[config.mk]
export PLATFORM = sky130hd
export DESIGN_NAME = regfile_read_arbiter_flat
export DESIGN_NICKNAME = d
export VERILOG_FILES = /design/src/rtl/regfile_read_arbiter_if.sv /design/src/rtl/regfile_read_arbiter.sv /design/src/flat_wrapper.sv
export SDC_FILE = /design/constraint.sdc
export NUM_CORES = 1
export LEC_CHECK = 0
export ABC_CLOCK_PERIOD_IN_PS = 2300
export CAP_MARGIN = 20
export CORE_MARGIN = 5
export CORE_UTILIZATION = 36
export CTS_BUF_LIST = sky130_fd_sc_hd__clkbuf_8
export DETAILED_ROUTE_END_ITERATION = 10
export PLACE_DENSITY = 0.85
export SKIP_LAST_GASP = 1
export SYNTH_ARGS = -nofsm -noshare
export SYNTH_HDL_FRONTEND = slang
export SYNTH_SLANG_ARGS = --single-unit
export TNS_END_PERCENT = 10
[constraint.sdc]
create_clock -name clk -period 2.3 [get_ports clk]
set_input_delay 0.46 -clock clk [delete_from_list [all_inputs] [get_ports clk]]
set_output_delay 0.46 -clock clk [all_outputs]
set_load 0.05 [all_outputs]
[src/rtl/regfile_read_arbiter_if.sv]
// -----------------------------------------------------------------------------
// regfile_read_arbiter_if
// Bundles the signals between the read arbiter, its requesters and the
// register-file read mux bank.
//   req      : per-requester read request level
//   req_addr : packed register indices, requester r at [r*ADDR_WIDTH +: ADDR_WIDTH]
//   rf_sel   : select driven to the mux bank
//   rf_data  : combinational mux-bank output for rf_sel
//   gnt      : one-hot grant
//   rvalid   : one-hot read-data-valid pulse
//   rdata    : captured register word
//   busy     : high while a grant or a read-data pulse is outstanding
// The slave modport is the arbiter's view; the master modport is the view of
// the surrounding agents and the mux bank.
// -----------------------------------------------------------------------------
interface regfile_read_arbiter_if #(
  parameter int NUM_REQ    = 4,
  parameter int DATA_WIDTH = 64,
  parameter int ADDR_WIDTH = 5
);
  logic [NUM_REQ-1:0]            req;
  logic [NUM_REQ*ADDR_WIDTH-1:0] req_addr;
  logic [ADDR_WIDTH-1:0]         rf_sel;
  logic [DATA_WIDTH-1:0]         rf_data;
  logic [NUM_REQ-1:0]            gnt;
  logic [NUM_REQ-1:0]            rvalid;
  logic [DATA_WIDTH-1:0]         rdata;
  logic                          busy;

  modport master (
    output req, req_addr, rf_data,
    input  rf_sel, gnt, rvalid, rdata, busy
  );

  modport slave (
    input  req, req_addr, rf_data,
    output rf_sel, gnt, rvalid, rdata, busy
  );
endinterface

[src/rtl/regfile_read_arbiter.sv]
// -----------------------------------------------------------------------------
// regfile_read_arbiter
// Shares one register-file read port among NUM_REQ requesters using
// round-robin arbitration, with a two-stage pipeline:
//   edge k   : arbitrate, register one-hot grant, select and pointer
//   cycle k+1: grant and select are driven, mux bank returns rf_data
//   edge k+1 : capture rf_data and raise the winner's rvalid bit
// A new arbitration and a capture for the previous winner can share an edge.
// Ports:
//   clk   : clock, all state changes on the rising edge
//   reset : synchronous, active-high reset
//   bus   : slave view of regfile_read_arbiter_if (req/req_addr/rf_data in,
//           rf_sel/gnt/rvalid/rdata/busy out)
// -----------------------------------------------------------------------------
module regfile_read_arbiter #(
  parameter int NUM_REQ    = 4,
  parameter int DATA_WIDTH = 64,
  parameter int ADDR_WIDTH = 5
) (
  input  logic                   clk,
  input  logic                   reset,
  regfile_read_arbiter_if.slave  bus
);

  localparam int PTR_W = (NUM_REQ > 1) ? $clog2(NUM_REQ) : 1;

  logic [NUM_REQ-1:0]    gnt_q, gnt_d;
  logic [NUM_REQ-1:0]    rvalid_q, rvalid_d;
  logic [ADDR_WIDTH-1:0] sel_q, sel_d;
  logic [PTR_W-1:0]      ptr_q, ptr_d;
  logic [DATA_WIDTH-1:0] rdata_q, rdata_d;
  logic                  busy_q, busy_d;

  logic [NUM_REQ-1:0]    eligible_s;
  logic [PTR_W-1:0]      win_s;
  logic [PTR_W-1:0]      idx_s;
  logic                  found_s;
  int                    sum_s;

  // Round-robin search: first eligible requester starting at ptr_q, wrapping.
  always_comb begin
    // The requester currently holding the grant sits out this edge, so a
    // requester can win at most once every two cycles.
    eligible_s = bus.req & ~gnt_q;
    found_s    = 1'b0;
    win_s      = {PTR_W{1'b0}};
    idx_s      = {PTR_W{1'b0}};
    sum_s      = 0;
    for (int i = 0; i < NUM_REQ; i++) begin
      sum_s = int'(ptr_q) + i;
      idx_s = (sum_s >= NUM_REQ) ? PTR_W'(sum_s - NUM_REQ) : PTR_W'(sum_s);
      if (!found_s && eligible_s[idx_s]) begin
        found_s = 1'b1;
        win_s   = idx_s;
      end else begin
        found_s = found_s;
      end
    end
  end

  // Next-state for grant, select, pointer, capture stage and busy.
  always_comb begin
    gnt_d = {NUM_REQ{1'b0}};
    sel_d = sel_q;
    ptr_d = ptr_q;
    if (found_s) begin
      gnt_d[win_s] = 1'b1;
      // Only the winner's address reaches sel_d; losers' addresses may be X.
      for (int r = 0; r < NUM_REQ; r++) begin
        if (win_s == PTR_W'(r)) begin
          sel_d = bus.req_addr[r*ADDR_WIDTH +: ADDR_WIDTH];
        end else begin
          sel_d = sel_d;
        end
      end
      ptr_d = (win_s == PTR_W'(NUM_REQ - 1)) ? {PTR_W{1'b0}} : (win_s + PTR_W'(1));
    end else begin
      sel_d = sel_q;
      ptr_d = ptr_q;
    end

    // Capture is driven purely by last edge's grant, independent of the
    // arbitration happening at the same edge.
    if (|gnt_q) begin
      rvalid_d = gnt_q;
      rdata_d  = bus.rf_data;
    end else begin
      rvalid_d = {NUM_REQ{1'b0}};
      rdata_d  = rdata_q;
    end

    // busy is registered from the same next-state values so it tracks
    // |gnt_q | |rvalid_q exactly.
    busy_d = (|gnt_d) | (|rvalid_d);
  end

  // State registers with synchronous reset; reset drops any in-flight read.
  always_ff @(posedge clk) begin
    if (reset) begin
      gnt_q    <= {NUM_REQ{1'b0}};
      rvalid_q <= {NUM_REQ{1'b0}};
      sel_q    <= {ADDR_WIDTH{1'b0}};
      ptr_q    <= {PTR_W{1'b0}};
      rdata_q  <= {DATA_WIDTH{1'b0}};
      busy_q   <= 1'b0;
    end else begin
      gnt_q    <= gnt_d;
      rvalid_q <= rvalid_d;
      sel_q    <= sel_d;
      ptr_q    <= ptr_d;
      rdata_q  <= rdata_d;
      busy_q   <= busy_d;
    end
  end

  assign bus.gnt    = gnt_q;
  assign bus.rf_sel = sel_q;
  assign bus.rvalid = rvalid_q;
  assign bus.rdata  = rdata_q;
  assign bus.busy   = busy_q;

endmodule
[src/flat_wrapper.sv]
// flat-port wrapper written by rule: the top's interface ports become plain ports
module regfile_read_arbiter_flat 
#(
  parameter int NUM_REQ    = 4,
  parameter int DATA_WIDTH = 64,
  parameter int ADDR_WIDTH = 5
)
  (clk, reset, bus_req, bus_req_addr, bus_rf_data, bus_rf_sel, bus_gnt, bus_rvalid, bus_rdata, bus_busy);
  regfile_read_arbiter_if #(.NUM_REQ(NUM_REQ), .DATA_WIDTH(DATA_WIDTH), .ADDR_WIDTH(ADDR_WIDTH)) bus_i ();
  input  logic clk;
  input  logic reset;
  input wire logic [$bits(bus_i.req)-1:0] bus_req;
  input wire logic [$bits(bus_i.req_addr)-1:0] bus_req_addr;
  input wire logic [$bits(bus_i.rf_data)-1:0] bus_rf_data;
  output wire logic [$bits(bus_i.rf_sel)-1:0] bus_rf_sel;
  output wire logic [$bits(bus_i.gnt)-1:0] bus_gnt;
  output wire logic [$bits(bus_i.rvalid)-1:0] bus_rvalid;
  output wire logic [$bits(bus_i.rdata)-1:0] bus_rdata;
  output wire logic [$bits(bus_i.busy)-1:0] bus_busy;
  assign bus_i.req = bus_req;
  assign bus_i.req_addr = bus_req_addr;
  assign bus_i.rf_data = bus_rf_data;
  assign bus_rf_sel = bus_i.rf_sel;
  assign bus_gnt = bus_i.gnt;
  assign bus_rvalid = bus_i.rvalid;
  assign bus_rdata = bus_i.rdata;
  assign bus_busy = bus_i.busy;
  regfile_read_arbiter #(.NUM_REQ(NUM_REQ), .DATA_WIDTH(DATA_WIDTH), .ADDR_WIDTH(ADDR_WIDTH)) u_core (.clk(clk), .reset(reset), .bus(bus_i));
endmodule
* After elaboration in Yosys (flattened, before gate mapping)
Cells that the tools add are included.
** Word-level totals
- Bits of input ports :: 90
- Word-level logic and storage cells :: 72
- Output and inout bits :: 78
- Bits in registers :: 80
** Cells by class
- Eq/ne operators :: 3
- $add $sub $neg :: 8
- Magnitude comparators :: 10
- Muxes and demuxes :: 29
- Bitwise logic cells :: 3
- Reductions and logical operators :: 13
** Operators by type and width (number)
- 2-to-1 mux 5 bit :: 4
- 2-to-1 mux 2 bit :: 9
- less-than comparator 2 x 3 -> 1 bit (second input constant) :: 5
- OR reduction 4 bit :: 3
- greater-or-equal comparator 3 bit (second input constant) :: 3
- 2-to-1 mux 1 bit :: 9
- binary-select mux 1 bit (select 2 bit) :: 4
- 2-to-1 mux 4 bit :: 2
- subtractor 2 x 1 -> 2 bit (second input constant) :: 4
- adder 2 x 2 -> 3 bit (second input constant) :: 2
- bitwise AND 4 bit :: 1
- == test 2 bit (second input constant) :: 2
- logical AND 1 bit :: 4
- inverter 4 bit :: 1
- nonzero test 4 bit :: 1
- adder 2 x 1 -> 3 bit (second input constant) :: 1
- greater-or-equal comparator 2 x 3 -> 1 bit (second input constant) :: 1
- zero test 1 bit :: 3
- adder 2 x 1 -> 2 bit (second input constant) :: 1
- demux 1 bit (select 2 bit) :: 1
- == test 2 x 1 -> 1 bit (second input constant) :: 1
- greater-or-equal comparator 2 x 1 -> 1 bit (second input constant) :: 1
- zero test 2 bit :: 1
- AND reduction 2 bit :: 1
- bitwise OR 1 bit :: 1

* Longest topological paths before layout
- Word-level depth :: 21
- Mapped depth :: 9
- Mapped depth without buffers :: 8

* Worst setup path after synthesis
No wires, ideal clock.
- Path kind :: reg2reg
- From :: register u_core.gnt_q[2], in the netlist u_core.bus.gnt[2]
- To :: register u_core.sel_q[2], in the netlist u_core.bus.rf_sel[2]
- Clock period less this slack :: 2.571 ns
- Setup time :: 0.136 ns
- Path buffers :: 0
- Required time :: 2.164 ns
- Cell stages (with the launch flop) :: 8
- Data arrival time :: 2.434 ns
- Setup slack :: -0.271 ns
- Cells stage by stage :: dfxtp_1 -> nor2b_1 -> mux2_2 -> a211oi_1 -> ha_1 -> mux2_2 -> o21ai_0 -> a311oi_2
** Between the ends
- Word-level cells in the longest chain between the ends :: 18
- Elaborated cells between the ends (all ways) :: 33
- Those cells by class :: 3 x eq/ne; 19 x mux; 2 x bitwise; 9 x reduce/logical
** Ends and longest elaborated chain
- start, declared :: RTL line regfile_read_arbiter.sv:27 : logic [NUM_REQ-1:0] gnt_q, gnt_d;
- start signal, assigned :: RTL line regfile_read_arbiter.sv:100 : gnt_q <= {NUM_REQ{1'b0}};
- start signal, assigned :: RTL line regfile_read_arbiter.sv:107 : gnt_q <= gnt_d;
- inverter 4 bit (*) :: RTL line regfile_read_arbiter.sv:44 : eligible_s = bus.req & ~gnt_q;
- bitwise AND 4 bit (*) :: RTL line regfile_read_arbiter.sv:44
- binary-select mux 1 bit (select 2 bit) :: RTL line regfile_read_arbiter.sv:52 : if (!found_s && eligible_s[idx_s]) begin
- 2-to-1 mux 1 bit (implied by the code) :: RTL line regfile_read_arbiter.sv:52
- 2-to-1 mux 1 bit :: RTL line regfile_read_arbiter.sv:52
- zero test 1 bit :: RTL line regfile_read_arbiter.sv:52
- logical AND 1 bit :: RTL line regfile_read_arbiter.sv:52
- 2-to-1 mux 1 bit :: RTL line regfile_read_arbiter.sv:52
- zero test 1 bit :: RTL line regfile_read_arbiter.sv:52
- logical AND 1 bit :: RTL line regfile_read_arbiter.sv:52
- 2-to-1 mux 1 bit :: RTL line regfile_read_arbiter.sv:52
- zero test 1 bit :: RTL line regfile_read_arbiter.sv:52
- logical AND 1 bit :: RTL line regfile_read_arbiter.sv:52
- 2-to-1 mux 2 bit :: RTL line regfile_read_arbiter.sv:52
- == test 2 x 1 -> 1 bit :: RTL line regfile_read_arbiter.sv:70 : if (win_s == PTR_W'(r)) begin
- 2-to-1 mux 5 bit (3 in a row) :: RTL line regfile_read_arbiter.sv:70
- end signal, assigned :: RTL line regfile_read_arbiter.sv:102 : sel_q <= {ADDR_WIDTH{1'b0}};
- end signal, assigned :: RTL line regfile_read_arbiter.sv:109 : sel_q <= sel_d;
- end, declared :: RTL line regfile_read_arbiter.sv:29 : logic [ADDR_WIDTH-1:0] sel_q, sel_d;
Mark *: on every way between the ends. The rest lies on a longest branch, timed or not. The select of a mux whose other input is x is not followed.
A chain may end at the register's enable or synchronous reset.

* Worst setup path in the final report
- From :: input port bus_req[0]
- To :: register u_core.sel_q[2], in the netlist u_core.bus.rf_sel[2]
** Between the ends
- Word-level cells in the longest chain between the ends :: 17
- Elaborated cells between the ends (all ways) :: 32
- Those cells by class :: 3 x eq/ne; 19 x mux; 1 x bitwise; 9 x reduce/logical
** Ends and longest elaborated chain
- start, declared :: RTL line flat_wrapper.sv:12 : input wire logic [$bits(bus_i.req)-1:0] bus_req;
- bitwise AND 4 bit (*) :: RTL line regfile_read_arbiter.sv:44
- binary-select mux 1 bit (select 2 bit) :: RTL line regfile_read_arbiter.sv:52
- 2-to-1 mux 1 bit (implied by the code) :: RTL line regfile_read_arbiter.sv:52
- 2-to-1 mux 1 bit :: RTL line regfile_read_arbiter.sv:52
- zero test 1 bit :: RTL line regfile_read_arbiter.sv:52
- logical AND 1 bit :: RTL line regfile_read_arbiter.sv:52
- 2-to-1 mux 1 bit :: RTL line regfile_read_arbiter.sv:52
- zero test 1 bit :: RTL line regfile_read_arbiter.sv:52
- logical AND 1 bit :: RTL line regfile_read_arbiter.sv:52
- 2-to-1 mux 1 bit :: RTL line regfile_read_arbiter.sv:52
- zero test 1 bit :: RTL line regfile_read_arbiter.sv:52
- logical AND 1 bit :: RTL line regfile_read_arbiter.sv:52
- 2-to-1 mux 2 bit :: RTL line regfile_read_arbiter.sv:52
- == test 2 x 1 -> 1 bit :: RTL line regfile_read_arbiter.sv:70
- 2-to-1 mux 5 bit (3 in a row) :: RTL line regfile_read_arbiter.sv:70
Marks and branches as above.

==> impl_results.md <==
- Run status: complete, but fails checks
- Failing checks: negative setup slack
- DR vias/cell: 4.65
- Clock root buffer: clkbuf_8
- First-iteration detailed-routing DRC count: 72
- Pwr dens: 1260 mW/mm2
- Via count: 3,012
- Die Wd: 102 um
- GR peak layer: met2
- Crit path depth: 8
- Max incr delay on CP: 0.42 ns
- Post-Syn Nets: 464
- Post-detail-place hpwl: 6620 um
- Met3 Track Usage GR: 0.0523
- Synth warnings: 0
- GR Util met1: 0.184
- Top cell by count, worst path: mux2_2
- Fin nets: 633
- Fmax achieved: 434 MHz
- Die area: 0.0103 mm2
- Cells after synthesis: 370
- Hold/Removal Path Class: reg2reg
- IO Port Bufs: 167
- Total GRT Usage: 0.163
- Ports: 168
- Critical path class: in2reg
- Final setup margin: -0.00215 ns
- DP Area: 0.00485 mm2
- Die Span Y: 102 um
- # diodes: 0
- Worst Path Max Fanout: 6
- Gpl congestion: 0.806
- Grt ovf: 0
- Area taken by flip-flops and latches: 0.00160 mm2
- Worst setup path startpoint: bus_req[0]
- Vias in the first global route: 2,899
- Syn_area_per_cell: 8.15 um2
- Initial Util: 0.369
- Antenna Nets Post-Route: 0
- CTS Buf Count: 9
- Buf+Inv Stages, Crit Path: 1
- Reg-to-Reg End: u_core.bus.rf_sel[2]$_SDFFE_PP0P_
- Setup TNS: -0.00215 ns
- Reg2reg setup slack: 0.14 ns
- CTS clk-pin slew, worst paths: 0.08 ns
- Fill count: 724
- Worst-margin pin slew: 0.543 ns
- Worst r2r path cells: 6
- Slew HR: 0.637
- Leakage: 0.00195 uW
- CTS Hold Buffers Added: 0
- Crit end category: register
- Largest net degree at the start of global routing: 78
- WP data arrival: 2.51 ns
- Routed len/inst: 13.6 um
- First-pass GRT wire length: 13,400 um
- Layout cells sized above 1: 0.0921
- Area growth syn-to-layout: 68.7%
- Post-Syn Area: 0.00302 mm2
- Final Hold Fails: 0
- CP cell instances: clkdlybuf4s50_1 > nor2b_1 > mux2_2 > a211oi_4 > ha_4 > mux2_2 > o21ai_0 > a311oi_2
- Final instance area: 0.00509 mm2
- FF-to-FF Start: u_core.ptr_q[1]$_SDFFE_PP0N_
- Yosys reg bits: 80
- Setup Viol. Count Final: 1
- RSZ-0062 raised after global routing: yes
- H-tree Lvls: 3
- 1st-pass router iterations: 4
- Core area: 0.00818 mm2
- Final worst path period need: 2.30 ns
- Max Clock Skew: 0.0104 ns
- Clock Sinks: 80
- CTS tree: built
- Req. time, crit path: 2.51 ns
- Clk_lat worst skew: 0.33 ns
- Max-cap violation count: 0
- # rows: 33
- Worst setup endpoint: u_core.bus.rf_sel[2]$_SDFFE_PP0P_
- CP Launch Type: input port
- Routed wire length: 8820 um
- DRC Markers: 0
- Critical-path top delay cell: clkdlybuf4s50_1
- Peak supply drop: 0.000692 V
- Multi-input gate area: 0.00134 mm2
- Period utilization: 1.00
- Maximum buffer depth of the clock tree: 2
- CP delay by family, top: multiplexers
- Sequential fraction of the synthesis area: 0.531
- Synth cell types: 25
- Slew Limit Fails: 0
- Initial antenna violation count: 0
- Met2 Use GR: 0.294
-- cells by family (layout without fill, tap and decap cells) --
family                   count (synthesis)  after routing  synth area share
adder cells (fa/ha/maj)                  4              4            0.0166
AO/OA/AOI/OAI                           84             84             0.159
buffers and inverters                   33            206            0.0461
multiplexers                             7              7            0.0257
AND/OR/NAND/NOR                        162            162             0.222
flip-flops                              80             80             0.531
-- what timing repair did --
action / in CTS / in global routing
endpoints found under the setup margin: 5 / 5
buffers inserted: 0 / 0
pin swaps: 1 / 1
resized for setup: 4 / 9
-- area by class of cell --
class / instances / share of cell area
clock buffer: 9 / 0.0244
clock inverter: 6 / 0.0108
inverter: 8 / 0.00590
multi-input combinational: 257 / 0.263
sequential: 80 / 0.315
tap: 105 / 0.0258
timing repair buffer: 183 / 0.354
-- tightest hold or removal path, delay by kind of cell, from the launching register on --
family | cells | cell delay (ns)
AOI/OAI and AO/OA | 1 | 0.05
DFF | 1 | 0.31
and+or+nand+nor | 1 | 0.05
-- cells in the final DEF (no fill, tap or decap), types with 2 or more instances in the layout --
| cell | count |
|---|---|
| mux2_2 | 6 |
| ha_1 | 2 |
| inv_1 | 11 |
| and2_1 | 4 |
| nand2_1 | 133 |
| nor2b_1 | 7 |
| nor2b_2 | 2 |
| clkbuf_8 | 9 |
| nor2_1 | 9 |
| clkdlybuf4s50_1 | 166 |
| ha_4 | 2 |
| o21ai_1 | 3 |
| buf_4 | 14 |
| o21ai_0 | 2 |
| dfxtp_2 | 2 |
| a311oi_2 | 5 |
| dfxtp_1 | 78 |
| a21oi_1 | 71 |
-- sequential cells by signal, summed over array words and instances (netlist names) --
name / cells
u_core.bus.rdata: 64
u_core.bus.rf_sel: 5
u_core.bus.gnt: 4
u_core.bus.rvalid: 4
u_core.ptr_q: 2
u_core.bus.busy: 1
-- through the flow --
stage,hold WS [ns],std cells,setup slack [ns],util,power [uW]
after floorplan,0.481,370,0.0211,-,4240
after global placement,0.437,633,-0.355,0.594,5370
after detailed placement,0.444,633,-0.509,0.594,5450
after CTS,0.455,648,-0.0186,0.616,6420
after global routing,0.467,648,-0.0470,0.622,6780
final,0.453,648,-0.00215,0.622,6410
-- how the worst min path moves through the flow --
| stage | to | cells after the start | slack, ns | startpoint |
|---|---|---|---|---|
| 2_1_floorplan | u_core.ptr_q[0]$_SDFFE_PP0N_ | 2 | 0.48 | u_core.ptr_q[0]$_SDFFE_PP0N_ |
| 3_3_place_gp | u_core.bus.rdata[62]$_SDFFE_PP0N_ | 2 | 0.44 | u_core.bus.rdata[62]$_SDFFE_PP0N_ |
| 3_5_place_dp | u_core.bus.rdata[45]$_SDFFE_PP0N_ | 2 | 0.44 | u_core.bus.rdata[45]$_SDFFE_PP0N_ |
| 4_1_cts | u_core.bus.rdata[45]$_SDFFE_PP0N_ | 2 | 0.45 | u_core.bus.rdata[45]$_SDFFE_PP0N_ |
| 5_1_grt | u_core.bus.rdata[1]$_SDFFE_PP0N_ | 2 | 0.47 | u_core.bus.rdata[1]$_SDFFE_PP0N_ |
| 6_report | u_core.bus.rdata[33]$_SDFFE_PP0N_ | 2 | 0.45 | u_core.bus.rdata[33]$_SDFFE_PP0N_ |
-- power breakdown --
group / switching, uW / internal (uW) / total, uW
Combinational: 2260 / 1240 / 3500
Clock: 459 / 485 / 944
Sequential: 206 / 1760 / 1960
-- routing by layer --
metal,up-vias,part of all wire
li1,1532,-
met1,1374,0.41
met2,101,0.51
met3,5,0.077
met4,0,0.0050
met5,-,0
-- synthesized netlist by cell type --
master / count / area, um2
clkbuf_1: 16 / 60.1
nand2_1: 133 / 499
o22a_1: 1 / 8.76
dfxtp_1: 80 / 1600
o21ai_0: 5 / 25.0
inv_1: 8 / 30.0
nand3b_1: 1 / 7.51
buf_2: 6 / 30.0
nor4_2: 1 / 12.5
buf_6: 1 / 11.3
a311oi_2: 5 / 75.1
nand2b_1: 1 / 6.26
and2_1: 4 / 25.0
nor2b_1: 9 / 56.3
nor3_1: 1 / 5.00
o21a_1: 1 / 7.51
buf_1: 2 / 7.51
a21oi_1: 71 / 355
or4_1: 2 / 15.0
mux2_2: 6 / 67.6
nor3b_1: 1 / 7.51
nor2_1: 9 / 33.8
a211oi_1: 1 / 7.51
ha_1: 4 / 50.1
mux2i_1: 1 / 10.0
(Power assumes the default switching activity.)
